==> src/rtl/uart_pkg.sv <==
// Shared encodings for the UART receive path:
// parity types, receiver states and checker error-flag bit positions.
package uart_pkg;

    localparam logic [1:0] PAR_NONE0 = 2'b00;
    localparam logic [1:0] PAR_ODD   = 2'b01;
    localparam logic [1:0] PAR_EVEN  = 2'b10;
    localparam logic [1:0] PAR_NONE1 = 2'b11;

    localparam int ERR_PARITY = 0;
    localparam int ERR_START  = 1;
    localparam int ERR_STOP   = 2;

    typedef enum logic [2:0] {
        ST_IDLE,
        ST_START,
        ST_DATA,
        ST_PARITY,
        ST_STOP,
        ST_DONE
    } rx_state_e;

    function automatic logic has_parity(input logic [1:0] t);
        logic r;
        r = 1'b0;
        unique case (t)
            PAR_ODD, PAR_EVEN:   r = 1'b1;
            PAR_NONE0, PAR_NONE1: r = 1'b0;
            default:             r = 1'b0;
        endcase
        return r;
    endfunction

endpackage

==> src/rtl/uart_rx_ctrl_if.sv <==
// Receive output buffer: byte + error flags with
// valid/ready handshake and sticky overrun.
interface uart_rx_ctrl_if;

    logic       rx_ready;
    logic [7:0] data_out;
    logic [2:0] err_out;
    logic       rx_valid;
    logic       overrun;

    modport master (
        input  rx_ready,
        output data_out,
        output err_out,
        output rx_valid,
        output overrun
    );

    modport slave (
        output rx_ready,
        input  data_out,
        input  err_out,
        input  rx_valid,
        input  overrun
    );

endinterface

==> src/rtl/uart_rx_sync.sv <==
// Metastability synchronizer for the serial line.
// Presets to 1 so an idle line never looks like a start edge.
module uart_rx_sync #(
    parameter int STAGES = 2
) (
    input  logic clk,
    input  logic reset,
    input  logic async_i,
    output logic sync_o
);

    logic [STAGES-1:0] sync_q;

    always_ff @(posedge clk or posedge reset) begin
        if (reset) begin
            sync_q <= '1;
        end else begin
            sync_q <= {sync_q[STAGES-2:0], async_i};
        end
    end

    assign sync_o = sync_q[STAGES-1];

endmodule

==> src/rtl/uart_rx_ctrl.sv <==
// UART receive sequencer: frames start/data/parity/stop,
// feeds the error checker and buffers each received byte.
module uart_rx_ctrl
    import uart_pkg::*;
#(
    parameter int OVERSAMPLE        = 16,
    parameter int SYNC_STAGES       = 2,
    parameter int FALSE_START_ABORT = 1
) (
    input  logic              clk,
    input  logic              reset,
    input  logic              baud_tick,
    input  logic              rx_in,
    input  logic [1:0]        parity_type,
    input  logic [2:0]        err_in,
    output logic [7:0]        raw_data,
    output logic              parity_bit,
    output logic              start_bit,
    output logic              stop_bit,
    output logic              frame_done,
    output logic              busy,
    uart_rx_ctrl_if.master    buf_if
);

    localparam int TW = $clog2(OVERSAMPLE);
    localparam logic [TW-1:0] TICK_HALF = TW'(OVERSAMPLE / 2 - 1);
    localparam logic [TW-1:0] TICK_LAST = TW'(OVERSAMPLE - 1);

    rx_state_e state_q, state_d;
    logic [TW-1:0] tick_q, tick_d;
    logic [2:0]    bit_q, bit_d;
    logic [7:0]    shift_q, shift_d;
    logic [1:0]    ptype_q, ptype_d;
    logic [7:0]    raw_q, raw_d;
    logic          par_q, par_d;
    logic          start_q, start_d;
    logic          stop_q, stop_d;
    logic [7:0]    dout_q, dout_d;
    logic [2:0]    eout_q, eout_d;
    logic          valid_q, valid_d;
    logic          ovr_q, ovr_d;
    logic          rx_s;
    logic          done;
    logic          xfer;
    logic          wrap;

    uart_rx_sync #(
        .STAGES (SYNC_STAGES)
    ) u_sync (
        .clk     (clk),
        .reset   (reset),
        .async_i (rx_in),
        .sync_o  (rx_s)
    );

    assign done = (state_q == ST_DONE);
    assign xfer = valid_q && buf_if.rx_ready;
    assign wrap = baud_tick && (tick_q == TICK_LAST);

    always_comb begin
        state_d = state_q;
        tick_d  = tick_q;
        bit_d   = bit_q;
        shift_d = shift_q;
        ptype_d = ptype_q;
        raw_d   = raw_q;
        par_d   = par_q;
        start_d = start_q;
        stop_d  = stop_q;
        dout_d  = dout_q;
        eout_d  = eout_q;
        valid_d = valid_q;
        ovr_d   = ovr_q;

        unique case (state_q)
            ST_IDLE: begin
                if (!rx_s) begin
                    state_d = ST_START;
                    tick_d  = '0;
                    ptype_d = parity_type;
                end
            end
            ST_START: begin
                if (baud_tick) begin
                    if (tick_q == TICK_HALF) begin
                        if (rx_s && (FALSE_START_ABORT != 0)) begin
                            state_d = ST_IDLE;
                        end else begin
                            start_d = rx_s;
                            tick_d  = '0;
                            bit_d   = '0;
                            state_d = ST_DATA;
                        end
                    end else begin
                        tick_d = tick_q + 1'b1;
                    end
                end
            end
            ST_DATA: begin
                if (baud_tick) begin
                    tick_d = tick_q + 1'b1;
                end
                if (wrap) begin
                    shift_d = {rx_s, shift_q[7:1]};
                    bit_d   = bit_q + 1'b1;
                    if (bit_q == 3'd7) begin
                        if (has_parity(ptype_q)) begin
                            state_d = ST_PARITY;
                        end else begin
                            par_d   = 1'b1;
                            state_d = ST_STOP;
                        end
                    end
                end
            end
            ST_PARITY: begin
                if (baud_tick) begin
                    tick_d = tick_q + 1'b1;
                end
                if (wrap) begin
                    par_d   = rx_s;
                    state_d = ST_STOP;
                end
            end
            ST_STOP: begin
                if (baud_tick) begin
                    tick_d = tick_q + 1'b1;
                end
                if (wrap) begin
                    stop_d  = rx_s;
                    raw_d   = shift_q;
                    state_d = ST_DONE;
                end
            end
            ST_DONE: begin
                state_d = ST_IDLE;
            end
            default: begin
                state_d = ST_IDLE;
            end
        endcase

        // A full buffer drops the new frame unless it drains on this edge.
        if (done) begin
            if (valid_q && !buf_if.rx_ready) begin
                ovr_d = 1'b1;
            end else begin
                dout_d  = raw_q;
                eout_d  = err_in;
                valid_d = 1'b1;
                if (xfer) begin
                    ovr_d = 1'b0;
                end
            end
        end else if (xfer) begin
            valid_d = 1'b0;
            ovr_d   = 1'b0;
        end
    end

    always_ff @(posedge clk or posedge reset) begin
        if (reset) begin
            state_q <= ST_IDLE;
            tick_q  <= '0;
            bit_q   <= '0;
            shift_q <= '0;
            ptype_q <= PAR_NONE0;
            raw_q   <= '0;
            par_q   <= 1'b1;
            start_q <= 1'b0;
            stop_q  <= 1'b1;
            dout_q  <= '0;
            eout_q  <= '0;
            valid_q <= 1'b0;
            ovr_q   <= 1'b0;
        end else begin
            state_q <= state_d;
            tick_q  <= tick_d;
            bit_q   <= bit_d;
            shift_q <= shift_d;
            ptype_q <= ptype_d;
            raw_q   <= raw_d;
            par_q   <= par_d;
            start_q <= start_d;
            stop_q  <= stop_d;
            dout_q  <= dout_d;
            eout_q  <= eout_d;
            valid_q <= valid_d;
            ovr_q   <= ovr_d;
        end
    end

    assign raw_data        = raw_q;
    assign parity_bit      = par_q;
    assign start_bit       = start_q;
    assign stop_bit        = stop_q;
    assign frame_done      = done;
    assign busy            = (state_q != ST_IDLE);
    assign buf_if.data_out = dout_q;
    assign buf_if.err_out  = eout_q;
    assign buf_if.rx_valid = valid_q;
    assign buf_if.overrun  = ovr_q;

endmodule

==> src/flat_wrapper.sv <==
// flat-port wrapper written by rule: the top's interface ports become plain ports
module uart_rx_ctrl_flat import uart_pkg::*;
#(
    parameter int OVERSAMPLE        = 16,
    parameter int SYNC_STAGES       = 2,
    parameter int FALSE_START_ABORT = 1
)
  (clk, reset, baud_tick, rx_in, parity_type, err_in, raw_data, parity_bit, start_bit, stop_bit, frame_done, busy, buf_if_rx_ready, buf_if_data_out, buf_if_err_out, buf_if_rx_valid, buf_if_overrun);
  uart_rx_ctrl_if buf_if_i ();
  input  logic clk;
  input  logic reset;
  input  logic baud_tick;
  input  logic rx_in;
  input  logic [1:0] parity_type;
  input  logic [2:0] err_in;
  output logic [7:0] raw_data;
  output logic parity_bit;
  output logic start_bit;
  output logic stop_bit;
  output logic frame_done;
  output logic busy;
  input wire logic [$bits(buf_if_i.rx_ready)-1:0] buf_if_rx_ready;
  output wire logic [$bits(buf_if_i.data_out)-1:0] buf_if_data_out;
  output wire logic [$bits(buf_if_i.err_out)-1:0] buf_if_err_out;
  output wire logic [$bits(buf_if_i.rx_valid)-1:0] buf_if_rx_valid;
  output wire logic [$bits(buf_if_i.overrun)-1:0] buf_if_overrun;
  assign buf_if_i.rx_ready = buf_if_rx_ready;
  assign buf_if_data_out = buf_if_i.data_out;
  assign buf_if_err_out = buf_if_i.err_out;
  assign buf_if_rx_valid = buf_if_i.rx_valid;
  assign buf_if_overrun = buf_if_i.overrun;
  uart_rx_ctrl #(.OVERSAMPLE(OVERSAMPLE), .SYNC_STAGES(SYNC_STAGES), .FALSE_START_ABORT(FALSE_START_ABORT)) u_core (.clk(clk), .reset(reset), .baud_tick(baud_tick), .rx_in(rx_in), .parity_type(parity_type), .err_in(err_in), .raw_data(raw_data), .parity_bit(parity_bit), .start_bit(start_bit), .stop_bit(stop_bit), .frame_done(frame_done), .busy(busy), .buf_if(buf_if_i));
endmodule
==> config.mk <==
export PLATFORM = sky130hd
export DESIGN_NAME = uart_rx_ctrl_flat
export DESIGN_NICKNAME = d
export VERILOG_FILES = /design/src/rtl/uart_pkg.sv /design/src/rtl/uart_rx_ctrl_if.sv /design/src/rtl/uart_rx_sync.sv /design/src/rtl/uart_rx_ctrl.sv /design/src/flat_wrapper.sv
export SDC_FILE = /design/constraint.sdc
export NUM_CORES = 1
export LEC_CHECK = 0
export CORE_AREA = 2 2 84 62
export CTS_CLUSTER_SIZE = 8
export DETAILED_ROUTE_END_ITERATION = 8
export DIE_AREA = 0 0 86 64
export MAX_ROUTING_LAYER = met4
export PLACE_DENSITY = 0.68
export SYNTH_ARGS = -nofsm -noshare
export SYNTH_HDL_FRONTEND = slang
export SYNTH_SLANG_ARGS = --single-unit
==> constraint.sdc <==
create_clock -name clk -period 1.83 [get_ports clk]
set_input_delay 0.2745 -clock clk [delete_from_list [all_inputs] [get_ports clk]]
set_output_delay 0.2745 -clock clk [all_outputs]
set_load 0.03 [all_outputs]
== After elaboration in Yosys (flattened, before gate mapping) ==
Cells that the tools add are included.

* Flip-flop bits (word level): 45
* Output and inout port bits: 26
* Word-level logic and storage cells: 97

* Add/subtract/negate cells: 2
* Equal/unequal tests: 22
* Multiplexer cells: 35
* Bitwise operators: 2
* Reductions and logical operators: 23

{| class="wikitable"
|+ Operator list
! cell !! count
|-
| two-way mux 3 bit || 12
|-
| two-way mux 4 bit || 4
|-
| case mux 3 bit (5 select lines) || 1
|-
| two-way mux 1 bit || 13
|-
| inequality test 2 x 1 -> 1 bit (second input constant) || 6
|-
| case mux 4 bit (3 select lines) || 1
|-
| inequality test 2 bit (second input constant) || 5
|-
| AND reduction 2 bit || 5
|-
| AND reduction 5 bit || 2
|-
| equality test 3 bit (second input constant) || 3
|-
| AND reduction 7 bit || 1
|-
| equality test 3 x 2 -> 1 bit (second input constant) || 2
|-
| case mux 3 bit (2 select lines) || 1
|-
| nonzero test 2 bit || 3
|-
| nonzero test 3 bit || 2
|-
| adder 4 x 1 -> 4 bit (second input constant) || 1
|-
| equality test 2 bit (second input constant) || 2
|-
| equality test 4 x 3 -> 1 bit (second input constant) || 1
|-
| equality test 4 bit (second input constant) || 1
|-
| case mux 1 bit (2 select lines) || 2
|-
| OR reduction 2 bit || 2
|-
| adder 3 x 1 -> 3 bit (second input constant) || 1
|-
| equality test 3 x 1 -> 1 bit (second input constant) || 1
|-
| logical AND 1 bit || 3
|-
| 8 further kinds || 9
|}

== Longest topological paths before layout ==
Gate-level depths: netlist (run 1).

* Depth in word-level cells: 10
* Depth in mapped cells: 5
* Gate-level depth less buffers: 5

== By module ==
Synthesis (run 1) repeated with hierarchy kept, for this count alone.

* Cells, all modules: 164
* Area, all modules: 2,045.7 sq um

{| class="wikitable"
|+ Modules (own cells, without submodules)
! module !! instances !! cells an instance !! area an instance (sq um) !! sequential area each (sq um)
|-
| uart_rx_ctrl || 1 || 161 || 1,989.4 || 1,078.5
|-
| uart_rx_sync || 1 || 3 || 56.3 || 52.6
|}

== Worst setup path after synthesis (run 1) ==
Ideal clock, no wire load.

* Path kind: register to register
* From: register u_core.state_q[2]
* To: register u_core.ptype_q[0]
* Arrival: 1,608 ps
* Data required time: 1,705 ps
* Slack: 97 ps
* Stages on the path, launching flop included: 5
* Buffers on the path: 1
* Cells stage by stage: dfrtp_1 -> buf_2 -> or3_1 -> nor2_1 -> mux2_2

* Cells in the longest elaborated chain, start to end: 2

{| class="wikitable"
|+ Ends and longest elaborated chain
! item !! RTL line !! RTL
|-
| from (decl) || uart_rx_ctrl.sv:29 || <nowiki>rx_state_e state_q, state_d;</nowiki>
|-
| from (signal assigned) || uart_rx_ctrl.sv:177 || <nowiki>state_q <= state_d;</nowiki>
|-
| zero test 3 bit || uart_rx_ctrl.sv:75 || <nowiki>unique case (state_q)</nowiki>
|-
| AND reduction 2 bit (no line) || - ||
|-
| to (signal assigned) || uart_rx_ctrl.sv:181 || <nowiki>ptype_q <= ptype_d;</nowiki>
|-
| to (decl) || uart_rx_ctrl.sv:33 || <nowiki>logic [1:0] ptype_q, ptype_d;</nowiki>
|}

No other way between the ends.
A chain may end at the register's enable or synchronous reset.

== Worst setup path in the final report (run 1) ==
* From: register u_core.par_q, in the netlist u_core.parity_bit
* To: output port parity_bit

{| class="wikitable"
|+ RTL lines
! item !! RTL line !! RTL
|-
| from (decl) || uart_rx_ctrl.sv:35 || <nowiki>logic par_q, par_d;</nowiki>
|-
| from (signal assigned) || uart_rx_ctrl.sv:183 || <nowiki>par_q <= par_d;</nowiki>
|-
| to (decl) || flat_wrapper.sv:17 || <nowiki>output logic parity_bit;</nowiki>
|}

No word-level cell between the ends.

==> flow_metrics.env, run 1 <==
export IMPL_cts_clk_slew_worst_paths_ps=80
export IMPL_wl_per_cell_um=15.4
export IMPL_comb_power_share=0.368
export IMPL_skew_ps=8.21
export IMPL_nFillCells=366
export IMPL_place_ws_ps=-86.3
export IMPL_power_switching_uw=1160
export IMPL_final_common_cell="dfrtp_1"
export IMPL_finalHoldViolCount=0
export IMPL_synth_edf_count=0
export IMPL_critPathLaunchType="flop"
export IMPL_port_buffers=34
export IMPL_max_cap_violations=0
export IMPL_numCtsBuffers=5
export IMPL_yosysSeqAreaShare=0.538
export IMPL_core_area_um2=4650
export IMPL_leakage_uw=0.00121
export IMPL_routed_wirelength_mm=4.07
export IMPL_min_period_over_period=0.969
export IMPL_cp_num_buf_inv=1
export IMPL_die_w_um=86
export IMPL_grt_max_degree=46
export IMPL_path_max_fanout=2
export IMPL_final_cells=264
export IMPL_synth_area_top_cells="dfrtp_1, mux2_2, dfstp_2"
export IMPL_initial_core_util=0.452
export IMPL_final_core_util=0.580
export IMPL_synth_main_ff_cell="dfrtp_1"
export IMPL_crit_family="buffers and inverters"
export IMPL_antenna_found_initial=0
export IMPL_final_cell_mix="dfrtp_1, clkdlybuf4s50_1, mux2_2, buf_4"
export IMPL_internal_power_uw=2170
export IMPL_grt_overflow=0
export IMPL_ioPinCount=36
export IMPL_power_frac_clock=0.230
export IMPL_postSynthCellCount=161
export IMPL_clock_sinks=45
export IMPL_avgSynthCellArea_um2=13.1
export IMPL_drive_gt1_frac=0.309
export IMPL_seqPwrFrac=0.401
export IMPL_row_count=21
export IMPL_max_freq_mhz=564
export IMPL_multiInputGateArea_um2=921
export IMPL_globalplace_congestion=0.849
export IMPL_async_reset_ff_frac=1.00
export IMPL_worstSkewPairLatency_ps=290
export IMPL_hold_class="in -> async"
export IMPL_dp_hpwl_mm=2.88
export IMPL_cts_buffer_depth=2
export IMPL_seq_area_um2=1130
export IMPL_area_delta_synth_final_pct=28.4
export IMPL_diodes=0
export IMPL_synth_top_area_share=0.488
export IMPL_drc_errors=0
export IMPL_netlist_area_um2=2100
export IMPL_cp_data_required_time_ps=1560
export IMPL_status="complete, no violations"
export IMPL_via_count=1408
export IMPL_synth_cell_type_count=48
export IMPL_drt_iter0_markers=92
export IMPL_firstDrtPassIters=4
export IMPL_grt_pass1_vias=1426
export IMPL_worst_ep_arrival_time_ps=1500
export IMPL_synth_nets=174
export IMPL_min_period_ps=1770
export IMPL_setup_viol=0
export IMPL_crit_chain="clkdlybuf4s50_1"
export IMPL_crit_path_max_incr_delay_ps=660
export IMPL_synth_seq_cells=45
export IMPL_die_y_um=64
export IMPL_powerDensity_nw_per_um2=1230
export IMPL_drv_slew=0
export IMPL_p_sw_frac=0.349
export IMPL_setup_ws_ps=55.9
export IMPL_tritoncts="yes"
export IMPL_path_class="reg -> out"
export IMPL_rsz0062_at_grt="no"
export IMPL_power_uw=3330
export IMPL_cp_slowest_cell="clkdlybuf4s50_1"
export IMPL_ys_warn_count=0
export IMPL_synth_largest_area_cell="dfrtp_1"
export IMPL_irDropWorstVdd_mv=0.547
export IMPL_htree_num_levels=2
export IMPL_track_usage=0.164
export IMPL_fin_nets=219
export IMPL_grt_pass1_wl_mm=6.91
export IMPL_ctsRootBufferMaster="clkbuf_8"
export IMPL_post_cts_buffers=0
export IMPL_die_area_um2=5500
export IMPL_antenna_left=0
export IMPL_place_inst=256
export IMPL_routed_via_density=5.33
export IMPL_cp_end_kind="output pin"
==> final timing paths <==
| path | from | cells past startpoint | slack [ps] | to |
|---|---|---|---|---|
| setup / recovery | u_core.parity_bit$_DFFE_PP1P_ | 1 | 60 | parity_bit |
| hold / removal | reset | 3 | 320 | u_core.buf_if.err_out[2]$_DFFE_PP0P_ |
| setup reg to reg | u_core.tick_q[0]$_DFFE_PP0P_ | 6 | 100 | u_core.state_q[1]$_DFFE_PP0P_ |
| hold reg to reg | u_core.u_sync.sync_q[0]$_DFF_PP1_ | 0 | 360 | u_core.u_sync.sync_q[1]$_DFF_PP1_ |
| max in group asynchronous | reset | 3 | 1240 | u_core.parity_bit$_DFFE_PP1P_ |
| min in group clk | u_core.u_sync.sync_q[0]$_DFF_PP1_ | 0 | 360 | u_core.u_sync.sync_q[1]$_DFF_PP1_ |
==> metal layers <==
metal	vias to the layer above	GRT usage	part of all wire
met2	45	0.246	0.47
li1	658	-	-
met1	701	0.226	0.47
met4	0	0.0417	0.010
met3	4	0.0388	0.049
met5	-	-	0
==> repair_timing <==
item,in CTS,in global routing
pin swaps,0,1
hold buffers,0,0
setup endpoints to repair,1,6
resized for setup,1,5
==> final cells by class <==
class | count | share of cell area
repair buffers | 44 | 0.160
clock inverters | 1 | 0.0111
flip-flops and latches | 45 | 0.419
inverters | 7 | 0.00974
multi-input cells | 103 | 0.341
clock buffers | 7 | 0.0320
well taps | 57 | 0.0264
==> synth_stat cells (3+ instances only) <==
| cell | count |
|---|---|
| o21ai_0 | 5 |
| inv_1 | 7 |
| a21oi_1 | 4 |
| ha_1 | 3 |
| nand2_1 | 7 |
| dfstp_2 | 4 |
| nor2_1 | 7 |
| a21o_1 | 3 |
| dfrtp_1 | 41 |
| nor3b_1 | 4 |
| buf_4 | 3 |
| nand2b_1 | 3 |
| mux2_2 | 28 |
==> flip-flops by register name, summed over array words and instances, names as in the netlist <==
name and count:
u_core.buf_if.err_out 3, u_core.state_q 3, u_core.parity_bit 1, u_core.stop_bit 1, u_core.bit_q 3, u_core.buf_if.rx_valid 1
u_core.raw_data 8, u_core.buf_if.overrun 1, u_core.buf_if.data_out 8, u_core.tick_q 4, u_core.shift_q 8, u_core.u_sync.sync_q 2
u_core.ptype_q 2
==> power groups by stage <==
| stage | clock (uW) | sequential [uW] | combinational [uW] |
|---|---|---|---|
| after floorplan | 0 | 1390 | 784 |
| final | 767 | 1340 | 1230 |
| after global routing | 832 | 1360 | 1340 |
| after detailed placement | 0 | 1350 | 1180 |
| after CTS | 786 | 1340 | 1200 |
| after global placement | 0 | 1340 | 1130 |
==> through the flow <==
stage	TNS [ps]	hold slack, ps	cell area [um2]
final	0	319	2700
after global routing	0	356	2700
after CTS	0	337	2680
after detailed placement	-691	347	2570
after global placement	-7.74	346	2570
after floorplan	0	279	2100
==> cell families (layout without fill, tap and decap cells) <==
group                    Yosys count  after routing  synth area share
multiplexers                      32             32             0.170
buffers and inverters             13             59            0.0333
adder cells (fa/ha/maj)            3              3            0.0179
other                              1              1           0.00178
AND/OR/NAND/NOR                   38             38             0.123
flip-flops                        45             45             0.538
AO/OA/AOI/OAI                     27             27             0.107
XOR/XNOR                           2              2           0.00833
(Power assumes the default switching activity.)
==> inputs of run 2 (changes only) <==
--- a/config.mk
+++ b/config.mk
@@ -6,11 +6,11 @@
 export NUM_CORES = 1
 export LEC_CHECK = 0
 export CORE_AREA = 2 2 84 62
-export CTS_CLUSTER_SIZE = 8
 export DETAILED_ROUTE_END_ITERATION = 8
 export DIE_AREA = 0 0 86 64
 export MAX_ROUTING_LAYER = met4
 export PLACE_DENSITY = 0.68
+export SETUP_SLACK_MARGIN = 0.2
 export SYNTH_ARGS = -nofsm -noshare
 export SYNTH_HDL_FRONTEND = slang
 export SYNTH_SLANG_ARGS = --single-unit
==> run 2 against run 1 <==
Effect of this change: count of clock-buffer cells in the layout shrank 1; clock power shrank 14%; final area grew 17%; critical endpoint is now u_core.raw_data[6]$_DFFE_PP0P_; die area is the same; core utilization grew 10 points; critical path type is now reg -> reg; fmax grew 0.28%; global-route usage grew 2.1 points; register-to-register slack lost 40 ps.
==> flow_metrics.env, run 2 (synthesis results as in run 1) <==
export IMPL_status="complete, no violations"
export IMPL_setup_viol=0
export IMPL_leakage_uw=0.00163
export IMPL_area_delta_synth_final_pct=50.8
export IMPL_port_buffers=34
export IMPL_initial_core_util=0.452
export IMPL_critPathLaunchType="flop"
export IMPL_die_y_um=64
export IMPL_cts_buffer_depth=2
export IMPL_via_count=1533
export IMPL_grt_pass1_vias=1517
export IMPL_cp_num_buf_inv=3
export IMPL_skew_ps=5.71
export IMPL_place_inst=262
export IMPL_min_period_over_period=0.967
export IMPL_max_freq_mhz=565
export IMPL_track_usage=0.185
export IMPL_max_cap_violations=0
export IMPL_routed_via_density=5.25
export IMPL_crit_path_max_incr_delay_ps=440
export IMPL_dp_hpwl_mm=3.05
export IMPL_final_cell_mix="dfrtp_1, mux2_4, buf_4"
export IMPL_powerDensity_nw_per_um2=1150
export IMPL_firstDrtPassIters=4
export IMPL_tritoncts="yes"
export IMPL_die_w_um=86
export IMPL_cts_clk_slew_worst_paths_ps=90
export IMPL_worst_ep_arrival_time_ps=1950
export IMPL_diodes=0
export IMPL_row_count=21
export IMPL_power_uw=3650
export IMPL_drt_iter0_markers=51
export IMPL_multiInputGateArea_um2=1070
export IMPL_path_class="reg -> reg"
export IMPL_antenna_left=0
export IMPL_hold_class="in -> async"
export IMPL_worstSkewPairLatency_ps=300
export IMPL_wl_met3_um=163
export IMPL_globalplace_congestion=0.892
export IMPL_crit_family="simple AND/OR/NAND/NOR gates"
export IMPL_rsz0062_at_grt="yes"
export IMPL_cp_data_required_time_ps=2020
export IMPL_met1_length_mm=2.37
export IMPL_worst_slew_pin_slew_ps=500
export IMPL_routed_wl_met2_mm=2.44
export IMPL_fin_nets=247
export IMPL_cp_end_kind="flop"
export IMPL_ioPinCount=36
export IMPL_timing_slew_headroom=0.662
export IMPL_path_max_fanout=5
export IMPL_antenna_found_initial=0
export IMPL_drive_gt1_frac=0.447
export IMPL_drc_errors=0
export IMPL_drv_slew=0
export IMPL_core_area_um2=4650
export IMPL_numCtsBuffers=5
export IMPL_clock_sinks=45
export IMPL_final_cells=292
export IMPL_crit_chain="buf_6, or3b_4, nor2_4, buf_6, buf_12, mux2_4"
export IMPL_top_layer="met4"
export IMPL_cp_slowest_cell="dfrtp_1"
export IMPL_final_common_cell="dfrtp_1"
export IMPL_min_period_ps=1770
export IMPL_grt_max_degree=46
export IMPL_grt_overflow=0
export IMPL_finalHoldViolCount=0
export IMPL_htree_num_levels=2
export IMPL_nFillCells=328
export IMPL_ctsRootBufferMaster="clkbuf_8"
export IMPL_grt_pass1_wl_mm=7.56
export IMPL_wl_per_cell_um=17.2
export IMPL_irDropWorstVdd_mv=0.640
export IMPL_holdWs_ps=327
export IMPL_die_area_um2=5500
export IMPL_seq_area_um2=1130
export IMPL_routed_wirelength_mm=5.03
export IMPL_cp_common_cell="buf_6"
run 2: cell count changes in the layout (fill, tap and decap cells not counted), sizes merged:
cell,before,now
buf,11,39
bufinv,1,0
clkbuf,8,7
clkdlybuf4s50,32,11
clkinvlp,0,1
dlygate4sd2,0,10
dlymetal6s2s,0,11
inv,6,7
run 2: what timing repair did:
action,in CTS,in global routing
setup endpoints to repair,45,51
cloned,2,1
resized for setup,31,50
hold buffers,0,0
setup buffers,9,10
pin swaps,8,15
run 2: layer usage:
layer / global-route usage / up-vias
met5: - / -
met1: 0.252 / 776
met3: 0.0413 / 7
met2: 0.279 / 34
met4: 0.0536 / 0
li1: - / 716
run 2: worst min-delay path: cells and delay by family:
family,cells,cell delay (ps)
buf+inv,3,730
run 2: final timing paths:
check	slack, ps	from	cells past startpoint	endpoint
setup / recovery	60	u_core.state_q[1]$_DFFE_PP0P_	6	u_core.raw_data[6]$_DFFE_PP0P_
hold / removal	330	reset	3	u_core.bit_q[1]$_DFFE_PP0P_
setup reg to reg	60	u_core.state_q[1]$_DFFE_PP0P_	6	u_core.raw_data[6]$_DFFE_PP0P_
hold reg to reg	370	u_core.u_sync.sync_q[0]$_DFF_PP1_	0	u_core.u_sync.sync_q[1]$_DFF_PP1_
max in group asynchronous	1230	reset	3	u_core.parity_bit$_DFFE_PP1P_
min in group clk	370	u_core.u_sync.sync_q[0]$_DFF_PP1_	0	u_core.u_sync.sync_q[1]$_DFF_PP1_
run 2: area by class of cell:
class	instances	share of cell area
sequential	45	0.358
multi-input combinational	103	0.339
timing repair buffer	72	0.241
clock buffer	6	0.0261
tap	57	0.0225
inverter	7	0.00829
clock inverter	2	0.00513
run 2: through the flow:
stage                     setup WS (ps)  setup TNS [ps]  area (um2)  utilization
final                              60.9               0        3170        0.681
after floorplan                     162               0        2110            -
after global routing               21.3               0        3170        0.681
after global placement             15.6               0        2620        0.563
after CTS                          28.6               0        2890        0.621
after detailed placement          -16.0           -49.3        2620        0.563
run 2: power breakdown:
group          leakage [uW]  internal (uW)  switching [uW]
logic               0.00100            837             791
registers          0.000579           1180             187
clock network     0.0000478            311             351
total               0.00163           2320            1330
==> inputs of run 3 (changes only) <==
--- a/config.mk
+++ b/config.mk
@@ -5,11 +5,11 @@
 export SDC_FILE = /design/constraint.sdc
 export NUM_CORES = 1
 export LEC_CHECK = 0
-export CORE_AREA = 2 2 84 62
+export CORE_AREA = 2 2 79 59
 export DETAILED_ROUTE_END_ITERATION = 8
-export DIE_AREA = 0 0 86 64
+export DIE_AREA = 0 0 81 61
 export MAX_ROUTING_LAYER = met4
-export PLACE_DENSITY = 0.68
+export PLACE_DENSITY = 0.75
 export SETUP_SLACK_MARGIN = 0.2
 export SYNTH_ARGS = -nofsm -noshare
 export SYNTH_HDL_FRONTEND = slang
==> run 3 against run 2 <==
Effect of this change: count of clock-buffer cells in the layout stayed put; clock power up 13%; core utilization is 4.0 points higher; setup slack improved by 110 ps; combinational power is 7% lower; die area down 10%; critical endpoint is now busy; non-clock buffer count decreased by 11.
==> flow_metrics.env, run 3 (synthesis results as in run 1) <==
export IMPL_status="complete, no violations"
export IMPL_grt_max_degree=46
export IMPL_wl_per_cell_um=17.4
export IMPL_row_count=20
export IMPL_place_ws_ps=-33.5
export IMPL_clock_sinks=45
export IMPL_die_area_um2=4940
export IMPL_r2r_slack_ps=180
export IMPL_worstReg2RegStart="u_core.tick_q[1]$_DFFE_PP0P_"
export IMPL_track_usage=0.200
export IMPL_stdcell_area_um2=3000
export IMPL_path_max_fanout=5
export IMPL_setup_ws_ps=173
export IMPL_leakage_uw=0.00154
export IMPL_initial_core_util=0.506
export IMPL_max_freq_mhz=603
export IMPL_final_cell_mix="dfrtp_1, mux2_2, buf_4, clkdlybuf4s50_1, mux2_4"
export IMPL_die_w_um=81
export IMPL_grt_pass1_wl_mm=7.00
export IMPL_min_period_ps=1660
export IMPL_via_count=1543
export IMPL_skew_ps=8.70
export IMPL_routed_wirelength_mm=4.87
export IMPL_firstDrtPassIters=4
export IMPL_cp_end_kind="output pin"
export IMPL_irDropWorstVdd_mv=0.873
export IMPL_port_buffers=34
export IMPL_holdWs_ps=322
export IMPL_hold_class="in -> async"
export IMPL_drc_errors=0
export IMPL_crit_chain="or3_4, clkbuf_2"
export IMPL_finalHoldViolCount=0
export IMPL_htree_num_levels=2
export IMPL_cp_data_required_time_ps=1560
export IMPL_critPathLaunchType="flop"
export IMPL_tritoncts="yes"
export IMPL_ctsRootBufferMaster="clkbuf_8"
export IMPL_rsz0062_at_grt="yes"
export IMPL_worst_ep_arrival_time_ps=1380
export IMPL_startpoint="u_core.state_q[0]$_DFFE_PP0P_"
export IMPL_max_cap_violations=0
export IMPL_min_period_over_period=0.905
export IMPL_drt_iter0_markers=84
export IMPL_path_class="reg -> out"
export IMPL_cts_buffer_depth=2
export IMPL_die_y_um=61
export IMPL_rr_worst_depth=6
export IMPL_power_uw=3640
export IMPL_grt_pass1_vias=1447
export IMPL_crit_path_max_incr_delay_ps=460
export IMPL_fin_nets=236
export IMPL_diodes=0
export IMPL_final_common_cell="dfrtp_1"
export IMPL_final_core_util=0.721
export IMPL_setup_viol=0
export IMPL_powerDensity_nw_per_um2=1220
export IMPL_drive_gt1_frac=0.429
export IMPL_routed_via_density=5.53
export IMPL_worstSkewPairLatency_ps=300
export IMPL_antenna_found_initial=0
export IMPL_grt_overflow=0
export IMPL_numCtsBuffers=5
export IMPL_globalplace_congestion=0.864
export IMPL_ioPinCount=36
export IMPL_antenna_left=0
export IMPL_cp_slowest_cell="dfrtp_2"
export IMPL_area_delta_synth_final_pct=42.6
export IMPL_dp_hpwl_mm=2.93
export IMPL_reg2reg_to="u_core.shift_q[4]$_DFFE_PP0P_"
export IMPL_core_area_um2=4150
export IMPL_post_dp_cell_area_um2=2570
export IMPL_drv_slew=0
export IMPL_cts_clk_slew_worst_paths_ps=90
-- run 3: repair_timing --
action                     CTS  global route
pin swaps                    9             5
gates resized for setup     21            33
setup endpoints to repair   47            49
buffers inserted            11             6
hold buffers                 0             0
cloned                       0             1
-- run 3: cell type report --
class                           instances  area, um2
Inverter                                7       28.8
Timing Repair Buffer                   61        642
Clock inverter                          2       35.0
Tap cell                               55       68.8
Multi-Input combinational cell        103       1010
Clock buffer                            6       72.6
Fill cell                             296       1160
Sequential cell                        45       1140
-- run 3: how the worst max path moves through the flow --
| stage | slack [ps] | to |
|---|---|---|
| after global routing | 130 | u_core.raw_data[5]$_DFFE_PP0P_ |
| after CTS | 30 | busy |
| after floorplan | 160 | u_core.buf_if.data_out[0]$_DFFE_PP0P_ |
| final | 170 | busy |
| after detailed placement | -30 | u_core.shift_q[5]$_DFFE_PP0P_ |
| after global placement | 9 | u_core.shift_q[5]$_DFFE_PP0P_ |
-- run 3: worst max-delay path, delay by kind of cell (launching register included) --
family                 cells  cell delay, ps
buffers and inverters      1             200
DFF                        1             460
and+or+nand+nor            1             430
-- run 3: metal layers --
layer  vias to the layer above  share of wire  global-route usage
met5                         -              0                   -
li1                        700              -                   -
met4                         0          0.013              0.0823
met2                        55           0.50               0.308
met3                        10          0.060              0.0417
met1                       778           0.43               0.260
-- run 3: per-stage QoR --
| step | instances | setup TNS (ps) |
|---|---|---|
| floorplan | 161 | 0 |
| global placement | 253 | 0 |
| detailed placement | 253 | -457 |
| CTS | 272 | 0 |
| global route | 279 | 0 |
| finish | 279 | 0 |
-- run 3: power by group --
part	internal (uW)	total (uW)	switching (uW)
Clock	405	750	345
Sequential	1180	1380	202
Combinational	752	1510	759
